==> src/rtl/psum_shift_acc_pkg.sv <==
// Shared constants and state encoding for the bit-serial shift-accumulator.
//   PSA_PREC_IN   default width of one signed tree sum
//   PSA_N_PLANES  default number of activation bit-planes per result
//   psa_state_e   controller state encoding
package psum_shift_acc_pkg;

    localparam int PSA_PREC_IN  = 10;
    localparam int PSA_N_PLANES = 8;

    typedef enum logic [1:0] {
        PSA_IDLE = 2'b00,
        PSA_ACC  = 2'b01,
        PSA_HOLD = 2'b10
    } psa_state_e;

endpackage

==> src/rtl/psum_shift_acc.sv <==
// Bit-serial shift-accumulator sitting after the group adder tree. Takes one
// signed tree sum per activation bit-plane (MSB/sign plane first), folds
// N_PLANES planes into a full-precision signed result and offers it on a
// valid/ready port.
//
// Ports
//   CLK        clock
//   RESET_N    asynchronous active-low reset
//   start      pulse, begins a new accumulation (IDLE, or HOLD with handshake)
//   in_valid   in_psum valid this cycle
//   in_psum    signed tree sum for the current plane
//   out_valid  out_data holds a finished result
//   out_ready  consumer accepts out_data when out_valid & out_ready
//   out_data   signed accumulated result
//   busy       controller not idle
//   drop_err   sticky, a plane arrived outside ACC and was discarded
//
// state | meaning
// IDLE  | waiting for start
// ACC   | collecting planes, cnt = planes consumed so far
// HOLD  | result presented, waiting for out_ready
module psum_shift_acc
    import psum_shift_acc_pkg::*;
#(
    parameter int PREC_IN  = PSA_PREC_IN,
    parameter int N_PLANES = PSA_N_PLANES,
    parameter int PREC_OUT = PREC_IN + N_PLANES
) (
    input  logic                CLK,
    input  logic                RESET_N,
    input  logic                start,
    input  logic                in_valid,
    input  logic [PREC_IN-1:0]  in_psum,
    output logic                out_valid,
    input  logic                out_ready,
    output logic [PREC_OUT-1:0] out_data,
    output logic                busy,
    output logic                drop_err
);

    localparam int             CNT_W    = $clog2(N_PLANES);
    localparam logic [CNT_W-1:0] CNT_LAST = CNT_W'(N_PLANES - 1);

    function automatic logic signed [PREC_OUT-1:0] sext_shift_add(
        input logic signed [PREC_OUT-1:0] acc,
        input logic signed [PREC_OUT-1:0] addend
    );
        return (acc <<< 1) + addend;
    endfunction

    psa_state_e                  state_q, state_d;
    logic signed [PREC_OUT-1:0]  acc_q, acc_d;
    logic [CNT_W-1:0]            cnt_q, cnt_d;
    logic                        out_valid_q, out_valid_d;
    logic [PREC_OUT-1:0]         out_data_q, out_data_d;
    logic                        drop_err_q, drop_err_d;

    logic signed [PREC_OUT-1:0]  psum_ext;
    logic signed [PREC_OUT-1:0]  acc_next;
    logic                        accept;
    logic                        plane_take;
    logic                        last_plane;
    logic                        restart;

    assign psum_ext   = {{(PREC_OUT-PREC_IN){in_psum[PREC_IN-1]}}, in_psum};
    assign accept     = out_valid_q & out_ready;
    assign plane_take = (state_q == PSA_ACC) & in_valid;
    assign last_plane = plane_take & (cnt_q == CNT_LAST);
    assign restart    = ((state_q == PSA_IDLE) & start) |
                        ((state_q == PSA_HOLD) & accept & start);

    // The sign plane carries weight -2^(N_PLANES-1); negating it up front lets
    // every later plane use the same shift-and-add. PREC_OUT leaves headroom
    // so negating the most negative tree sum stays exact.
    assign acc_next = (cnt_q == '0) ? -psum_ext : sext_shift_add(acc_q, psum_ext);

    always_comb begin
        state_d = state_q;
        case (state_q)
            PSA_IDLE: if (start)      state_d = PSA_ACC;
            PSA_ACC:  if (last_plane) state_d = PSA_HOLD;
            PSA_HOLD: if (accept)     state_d = start ? PSA_ACC : PSA_IDLE;
            default:                  state_d = PSA_IDLE;
        endcase
    end

    always_comb begin
        acc_d = acc_q;
        cnt_d = cnt_q;
        if (restart) begin
            acc_d = '0;
            cnt_d = '0;
        end else if (plane_take) begin
            acc_d = acc_next;
            cnt_d = cnt_q + CNT_W'(1);
        end
    end

    always_ff @(posedge CLK or negedge RESET_N) begin
        if (!RESET_N) begin
            state_q <= PSA_IDLE;
            acc_q   <= '0;
            cnt_q   <= '0;
        end else begin
            state_q <= state_d;
            acc_q   <= acc_d;
            cnt_q   <= cnt_d;
        end
    end

    always_comb begin
        out_valid_d = out_valid_q;
        out_data_d  = out_data_q;
        // Any plane outside ACC (including one coincident with start in IDLE)
        // is discarded and flagged.
        drop_err_d  = drop_err_q | (in_valid & (state_q != PSA_ACC));
        if (last_plane) begin
            out_valid_d = 1'b1;
            out_data_d  = acc_next;
        end else if ((state_q == PSA_HOLD) && accept) begin
            out_valid_d = 1'b0;
        end
    end

    always_ff @(posedge CLK or negedge RESET_N) begin
        if (!RESET_N) begin
            out_valid_q <= 1'b0;
            out_data_q  <= '0;
            drop_err_q  <= 1'b0;
        end else begin
            out_valid_q <= out_valid_d;
            out_data_q  <= out_data_d;
            drop_err_q  <= drop_err_d;
        end
    end

    assign out_valid = out_valid_q;
    assign out_data  = out_data_q;
    assign drop_err  = drop_err_q;
    assign busy      = (state_q != PSA_IDLE);

endmodule

==> config.mk <==
export PLATFORM = sky130hd
export DESIGN_NAME = psum_shift_acc
export DESIGN_NICKNAME = d
export VERILOG_FILES = /design/src/rtl/psum_shift_acc_pkg.sv /design/src/rtl/psum_shift_acc.sv
export SDC_FILE = /design/constraint.sdc
export NUM_CORES = 1
export LEC_CHECK = 0
export CAP_MARGIN = 30
export CORE_ASPECT_RATIO = 1.75
export CORE_MARGIN = 8
export CORE_UTILIZATION = 60
export CTS_CLUSTER_SIZE = 30
export DETAILED_ROUTE_END_ITERATION = 8
export GPL_ROUTABILITY_DRIVEN = 0
export MAX_ROUTING_LAYER = met4
export PLACE_DENSITY = 0.86
export REMOVE_ABC_BUFFERS = 1
export SLEW_MARGIN = 20
export SYNTH_ARGS = -nofsm -noshare
export SYNTH_HDL_FRONTEND = slang
export SYNTH_SLANG_ARGS = --single-unit
==> constraint.sdc <==
create_clock -name CLK -period 5.2 [get_ports CLK]
set_input_delay 1.04 -clock CLK [delete_from_list [all_inputs] [get_ports CLK]]
set_output_delay 1.04 -clock CLK [all_outputs]
set_load 0.05 [all_outputs]
# Yosys cells after proc, flatten, opt, wreduce, memory -nomap -nowiden
# Cells that the tools add are included.
# totals
input_bits	15
output_inout_bits	21
regBits	42
# op_classes
n_mux	12
eq_ne	7
n_reduce_logical	7
bitwise	9
add_sub_neg	3
# ops
cell	n
17-bit two-way mux	2
18-bit by 10-bit adder with 18-bit output	1
18-bit two-way mux	1
10-bit negation with 18-bit output	1
1-bit bitwise AND	7
2-bit two-way mux	3
3-bit two-way mux	2
2-bit inequality test, second input constant	3
2-bit case mux with 3 select lines	1
2-bit nonzero test	3
3-bit by 1-bit adder with 3-bit output, second input constant	1
3-bit == test, second input constant	1
3-bit zero test	1
1-bit two-way mux	3
3-bit AND reduction	1
2-bit by 1-bit == test with 1-bit output, second input constant	1
2-bit == test, second input constant	1
2-bit zero test	1
2-bit by 1-bit inequality test with 1-bit output, second input constant	1
1-bit OR	2
1-bit logical AND	1

# Longest topological paths before layout
# Gate-level depths: netlist of run 1.
# depth
depth_word	5
ltp_mapped	9
mapped_depth_nobuf	8

# Least setup slack after synthesis of run 1
# Ideal clock, no wire load.
# synth_timing
path_kind	input -> register
from	input port in_psum[1]
to	register out_data_q[15], in the netlist out_data[15]
n_path_buf	0
path_stages	8
t_required_ns	5.075
arrival_ns	2.941
setup_slack_ns	2.134
setup_ns	0.125
cell_sequence	ha_1 -> fa_1 -> a211oi_2 -> o211ai_1 -> nand2_1 -> a2111oi_0 -> or4_4 -> mux2_4
# synth_between
elab_chain_len	2
elab_cells_between_ends	3
classes_between	add/sub: 2; mux: 1
# synth_rtl
item	line_no	source
start: declaration	psum_shift_acc.sv:33	input logic [PREC_IN-1:0] in_psum,
18-bit by 10-bit adder with 18-bit output / 10-bit negation with 18-bit output (equally long branches)	psum_shift_acc.sv:48, psum_shift_acc.sv:75	
18-bit two-way mux *	psum_shift_acc.sv:75	assign acc_next = (cnt_q == '0) ? -psum_ext : sext_shift_add(acc_q, psum_ext);
end signal: assignment	psum_shift_acc.sv:132	out_data_q <= out_data_d;
end: declaration	psum_shift_acc.sv:55	logic [PREC_OUT-1:0] out_data_q, out_data_d;
# Every way passes the cells marked *; elsewhere a longest branch is shown, timed or not.
# A chain may end at the register's enable or synchronous reset.

# Final worst setup path of run 1
# layout_timing
from	input port in_psum[9]
to	register out_data_q[15], in the netlist out_data[15]
# Same word-level chain as after synthesis.

==> results of run 1 <==
power groups by stage:
stage	Clock [uW]	Combinational [uW]	Sequential, uW
global placement	0	1280	567
floorplan	0	716	766
global route	231	1450	584
CTS	219	1320	566
finish	215	1340	568
detailed placement	0	1310	571
flip-flops by register name, indices dropped and copies added, names as in the netlist:
| signal | flops |
|---|---|
| drop_err | 1 |
| acc_q | 17 |
| out_data | 18 |
| cnt_q | 3 |
| state_q | 2 |
| out_valid | 1 |
cells in the final DEF (no fill, tap or decap), types with 3 or more instances in the layout:
| cell type | Yosys | routed |
|---|---|---|
| a22o_1 | 3 | 3 |
| a21oi_1 | 23 | 23 |
| xnor2_1 | 11 | 11 |
| inv_1 | 5 | 5 |
| and2_1 | 3 | 3 |
| clkdlybuf4s50_1 | 0 | 34 |
| a31oi_1 | 3 | 3 |
| ha_1 | 20 | 20 |
| a211oi_1 | 5 | 5 |
| and3_1 | 6 | 6 |
| xor2_1 | 8 | 8 |
| clkbuf_8 | 0 | 5 |
| nand3_1 | 8 | 8 |
| o211ai_1 | 5 | 5 |
| nand2b_1 | 3 | 3 |
| nor2_1 | 7 | 7 |
| o21ai_0 | 34 | 34 |
| nand2_1 | 55 | 55 |
| nor3_1 | 6 | 6 |
| a221o_1 | 3 | 3 |
| dfrtp_1 | 42 | 42 |
| a21o_1 | 6 | 6 |
| nor2b_1 | 5 | 5 |
| mux2i_1 | 6 | 6 |
| o21ai_1 | 6 | 6 |
through the flow:
step / std cells / setup WS [ns] / hold slack, ns / utilization
floorplan: 294 / 2.108 / 0.4538 / -
global placement: 381 / 1.491 / 0.4435 / 0.7037
detailed placement: 382 / 1.420 / 0.4477 / 0.7063
CTS: 390 / 1.746 / 0.4674 / 0.7267
global route: 391 / 1.485 / 0.4943 / 0.7313
finish: 391 / 1.708 / 0.4632 / 0.7313
layer usage:
layer	global-route usage	vias up	wire length, um
li1	-	1164	-
met1	0.2208	1178	2651
met2	0.3773	71	3884
met3	0.03075	43	209
met4	0.1353	0	410
met5	-	-	0
cells by family after synthesis:
family / count (synthesis) / synth area share
AOI/OAI and AO/OA: 97 / 0.2161
adders and majority gates: 21 / 0.09868
DFF: 42 / 0.3837
muxes: 7 / 0.02741
and+or+nand+nor: 103 / 0.1859
buffers and inverters: 19 / 0.02741
xor gates and xnor gates: 19 / 0.06076
final cells by class:
class | count | share of cell area
Multi-Input combinational cell | 247 | 0.5008
Sequential cell | 42 | 0.3263
Timing Repair Buffer | 38 | 0.1193
Clock buffer | 5 | 0.02137
Tap cell | 51 | 0.01981
Clock inverter | 3 | 0.006605
Inverter | 5 | 0.005828
cell usage after synthesis (all sizes together) (2+ instances only):
library cell,number
a211oi,7
a21o,6
a21oi,23
a221o,3
a22o,3
a31oi,3
and2,3
and3,6
buf,3
clkbuf,11
dfrtp,42
ha,20
inv,5
mux2i,6
nand2,55
nand2b,3
nand3,8
nand3b,2
nor2,7
nor2b,5
nor3,7
o211ai,5
o21a,2
o21ai,40
or2,2
or3,2
xnor2,11
xor2,8
worst max-delay path, stage by stage:
cell and delay, ns:
clkdlybuf4s50_1 0.70, ha_1 0.59, a21oi_1 0.11, o21ai_0 0.28, o21ai_0 0.15, or4_4 0.55
mux2_4 0.26
worst max-delay path by stage:
stage | end | slack, ns | cells after the start
floorplan | out_data[15] | 2.11 | 8
global placement | out_data[15] | 1.49 | 9
detailed placement | out_data[15] | 1.42 | 7
CTS | out_data[15] | 1.75 | 7
global route | out_data[15] | 1.48 | 7
finish | out_data[15] | 1.71 | 7
==> results_dict.tcl, run 1 <==
set metrics [dict create \
    crit_fanout 12 \
    start_util 0.6219 \
    drive_gt1_frac 0.06176 \
    fillCellCount 355 \
    kind_of_start_point_of_the_critical_path "input port" \
    worstHoldPathType "flop to flop" \
    post_cts_resize_count 0 \
    power-per-cell-area_mw_per_mm2 657.9 \
    vias 2456 \
    grt_pass1_wl_mm 11.89 \
    yosysUniqueCellTypes 42 \
    route.detailed.drc 0 \
    critPathCaptureType "flop" \
    hold-path-cell-count 1 \
    finish.net_count 375 \
    place.detailed.hpwl_mm 5.350 \
    clk_path_buf_depth 2 \
    synth-warning-count 0 \
    post_synth_main_area_contributors "dfrtp_1 38%, ha_1 9.1%, nand2_1 7.5%" \
    detail_route.wl_per_cell_um 18.30 \
    detail_route.first_pass.iterations 4 \
    die-width_um 67.08 \
    skew_ns 0.003761 \
    setup.worst_path.start "in_psum[9]" \
    synth_seq_cells 42 \
    mappedNetlistArea_mm2 0.002739 \
    synthesis.area_per_instance_um2 8.892 \
    drt_first_iter_violations 100 \
    timing_worst_slew_pin_value_ns 0.7515 \
    finish.instance_area_mm2 0.003221 \
    rsz_0062_raised_after_global_routing "false" \
    antenna_violating_nets_post_route 0 \
    maxClockFrequency_mhz 286.3 \
    buffer_ports.inserted 35 \
    gate_count_post_synth 308 \
    synth_ff_type "dfrtp_1" \
    area_taken_by_flip_flops_and_latches_mm2 0.001051 \
    fin_tns_setup_ns 0 \
    report.power.total_uw 2119 \
    die_height_um 105.4 \
    rr_worst_depth 8 \
    power.net_switching_uw 1068 \
    sw_frac_of_total 0.5040 \
    grt_max_degree 43 \
    status "finished, final reports clean" \
    post_cts_buffers 0 \
    holdCritStartpoint "drop_err" \
    synth_async_sr_flop_share 1.000 \
    worst-setup-path-type "input port to flop" \
    htree_levels 2 \
    ff2ff_setup_slack_ns 2.62 \
    netlist.area_leader.share 0.3837 \
    reg2reg_to "out_data[15]" \
    finalHoldViolCount 0 \
    first_global_vias 2540 \
    finalSetupViolations 0 \
    placementRows 32 \
    total_area_of_multi_input_combinational_cells_mm2 0.001613 \
    final_period_minus_worst_setup_slack_ns 3.492 \
    avgViaCountPerCell 6.281 \
    post-synth-top-area-cell "dfrtp_1" \
    cp.required_ns 5.39 \
    wl_final_mm 7.154 \
    num_io_pins 36 \
    pwr-share-clk 0.102 \
    maxSlewViolCount 0 \
    synth-seq-area-share 0.3837 \
    die_area_mm2 0.007068 \
    leakage_uw 0.001427 \
    synth-edff-count 0 \
    internal_power_uw 1051 \
    worst_skew_pair.late_latency_ns 0.30 \
    reg2reg_from "acc_q[0]" \
    area_growth_pct 17.59 \
    holdBufCountCts 0 \
    drv.max_cap_violation_count 0 \
    cts_inserted_buffers 5 \
    post-route-period-util 0.6716 \
    maxSlewHeadroom 0.4990 \
    n_antenna_cell 0 \
    globalRoute.totalOverflow 0 \
    post_dp_cell_area_mm2 0.003110 \
    root_buffer_cell "clkbuf_8" \
    clock_pin_slew_worst_setup_and_hold_paths_ns 0.08 \
    signal_arrival_time_at_the_worst_endpoint_ns 3.69 \
    clock_sinks 42 \
    power.ir.vdd_worst_mv 0.5988 \
    core_region_area_mm2 0.004404 \
    tritoncts_clock_tree "yes" \
    whs_endpoint "drop_err" \
    power.sequential.fraction 0.268 \
    p_comb_frac 0.630 \
    antenna_found_initial 0 \
    groute.usage.overall 0.2190 \
]
No activity file was read; power rests on OpenSTA's default activity.
==> run 2: changes to the inputs <==
--- a/config.mk
+++ b/config.mk
@@ -8,12 +8,12 @@
 export CAP_MARGIN = 30
 export CORE_ASPECT_RATIO = 1.75
 export CORE_MARGIN = 8
-export CORE_UTILIZATION = 60
+export CORE_UTILIZATION = 50
 export CTS_CLUSTER_SIZE = 30
 export DETAILED_ROUTE_END_ITERATION = 8
 export GPL_ROUTABILITY_DRIVEN = 0
 export MAX_ROUTING_LAYER = met4
-export PLACE_DENSITY = 0.86
+export PLACE_DENSITY = 0.76
 export REMOVE_ABC_BUFFERS = 1
 export SLEW_MARGIN = 20
 export SYNTH_ARGS = -nofsm -noshare
==> constraint.sdc (replaced) <==
create_clock -name CLK -period 3.1 [get_ports CLK]
set_input_delay 0.62 -clock CLK [delete_from_list [all_inputs] [get_ports CLK]]
set_output_delay 0.62 -clock CLK [all_outputs]
set_load 0.05 [all_outputs]
==> results_dict.tcl, run 2 (synthesis gave the netlist of run 1 again) <==
set metrics [dict create \
    status "finished, final reports clean" \
    die_area_mm2 0.008195 \
    first_global_vias 2585 \
    power.ir.vdd_worst_mv 0.6329 \
    clock_sinks 42 \
    root_buffer_cell "clkbuf_8" \
    maxSlewViolCount 0 \
    fillCellCount 467 \
    finish.utilization 0.6416 \
    clk_path_buf_depth 2 \
    maxClockFrequency_mhz 351.2 \
    buffer_ports.inserted 35 \
    area_growth_pct 24.12 \
    tritoncts_clock_tree "yes" \
    antenna_found_initial 0 \
    fin_worst_hold_slack_ns 0.1968 \
    num_io_pins 36 \
    layout_common_cells "55 x nand2_1, 42 x dfrtp_1, 34 x o21ai_0, 34 x clkdlybuf4s50_1" \
    n_antenna_cell 0 \
    avgViaCountPerCell 5.703 \
    groute.usage.overall 0.1928 \
    die_height_um 113.9 \
    cp.required_ns 3.29 \
    timing_worst_slew_pin_value_ns 0.8301 \
    finalSetupViolations 0 \
    finish.net_count 396 \
    holdBufCountCts 0 \
    drive_gt1_frac 0.1136 \
    cp_top_delay_family "adder cells" \
    fin_tns_setup_ns 0 \
    drt_first_iter_violations 130 \
    antenna_violating_nets_post_route 0 \
    post_dp_cell_area_mm2 0.003293 \
    worst_skew_pair.late_latency_ns 0.30 \
    drv.max_cap_violation_count 0 \
    worstHoldPathType "input port to asynchronous set/reset pin" \
    route.detailed.drc 0 \
    leakage_uw 0.001528 \
    die-width_um 71.95 \
    post-route-period-util 0.9184 \
    wl_final_mm 7.122 \
    vias 2481 \
    final_period_minus_worst_setup_slack_ns 2.847 \
    clock_pin_slew_worst_setup_and_hold_paths_ns 0.09 \
    path_cells "clkdlybuf4s50_1 > ha_1 > fa_1 > a211oi_2 > o211ai_1 > nand2_1 > a2111oi_0 > or4_4 > mux2_4" \
    rsz_0062_raised_after_global_routing "false" \
    finalHoldViolCount 0 \
    placementRows 35 \
    largest_reg_flops 18 \
    grt_pass1_wl_mm 12.11 \
    post_cts_buffers 0 \
    slowest_stage "or4_4" \
    signal_arrival_time_at_the_worst_endpoint_ns 3.03 \
    grt_max_degree 43 \
    htree_levels 2 \
    place.detailed.hpwl_mm 5.544 \
    most_frequent_standard_cell_in_the_layout_excluding_fill_and_tap_cells "nand2_1" \
    finish.instance_area_mm2 0.003400 \
    final-instance-count-excl-fill 435 \
    critPathCaptureType "flop" \
    core_region_area_mm2 0.005299 \
    kind_of_start_point_of_the_critical_path "input port" \
    power-per-cell-area_mw_per_mm2 1064 \
    crit_fanout 2 \
    skew_ns 0.008283 \
    detail_route.wl_per_cell_um 16.37 \
    maxSlewHeadroom 0.4466 \
    detail_route.first_pass.iterations 4 \
    slowest_delay_ns 0.51 \
    post_cts_resize_count 0 \
    cts_inserted_buffers 5 \
    timing.critical_path.buf_inv 1 \
    dpl.cell_count 426 \
    worst-setup-path-type "input port to flop" \
    start_util 0.5169 \
    globalRoute.totalOverflow 0 \
]
-- run 2: layout make-up --
cell class | count | area, um2 | share of cell area
sequential | 42 | 1051 | 0.3092
tap | 74 | 92.59 | 0.02724
clock inverter | 2 | 13.76 | 0.004049
clock buffer | 6 | 72.57 | 0.02135
multi-input combinational | 247 | 1613 | 0.4744
timing repair buffer | 59 | 538.0 | 0.1583
inverter | 5 | 18.77 | 0.005521
-- run 2: worst paths after layout --
path / slack (ns) / start / depth (start not counted) / to
worst max-delay path: 0.25 / in_psum[1] / 9 / out_data[15]
worst min-delay path: 0.20 / RESET_N / 1 / acc_q[14]
worst max register to register: 0.64 / acc_q[0] / 8 / out_data[15]
worst min register to register: 0.47 / drop_err / 1 / drop_err
max in group asynchronous: 2.44 / RESET_N / 2 / acc_q[2]
min in group CLK: 0.47 / drop_err / 1 / drop_err
-- run 2: where the power goes --
part           internal, uW  switching, uW
Combinational           905           1410
Clock                   159            202
Sequential              784            157
Total                  1850           1770
-- run 2: per-stage QoR --
stage | power [uW] | setup WS (ns)
2_1_floorplan | 2486 | 0.4280
3_3_place_gp | 3200 | -0.002325
3_5_place_dp | 3254 | -0.04239
4_1_cts | 3625 | 0.2647
5_1_grt | 3907 | 0.1475
6_report | 3616 | 0.2529
-- run 2: worst register-to-register path, stage by stage, from the launching register on --
cell and delay [ns]:
dfrtp_1 0.39, ha_1 0.21, fa_1 0.42, a211oi_2 0.24, o211ai_1 0.14, nand2_1 0.08
a2111oi_0 0.09, or4_4 0.51, mux2_4 0.27
-- run 2: routing by layer --
| metal | vias up | wire length (um) | GRT usage |
|---|---|---|---|
| li1 | 1201 | - | - |
| met1 | 1188 | 2691 | 0.1988 |
| met2 | 64 | 3851 | 0.3356 |
| met3 | 28 | 241 | 0.02988 |
| met4 | 0 | 337 | 0.1111 |
| met5 | - | 0 | - |
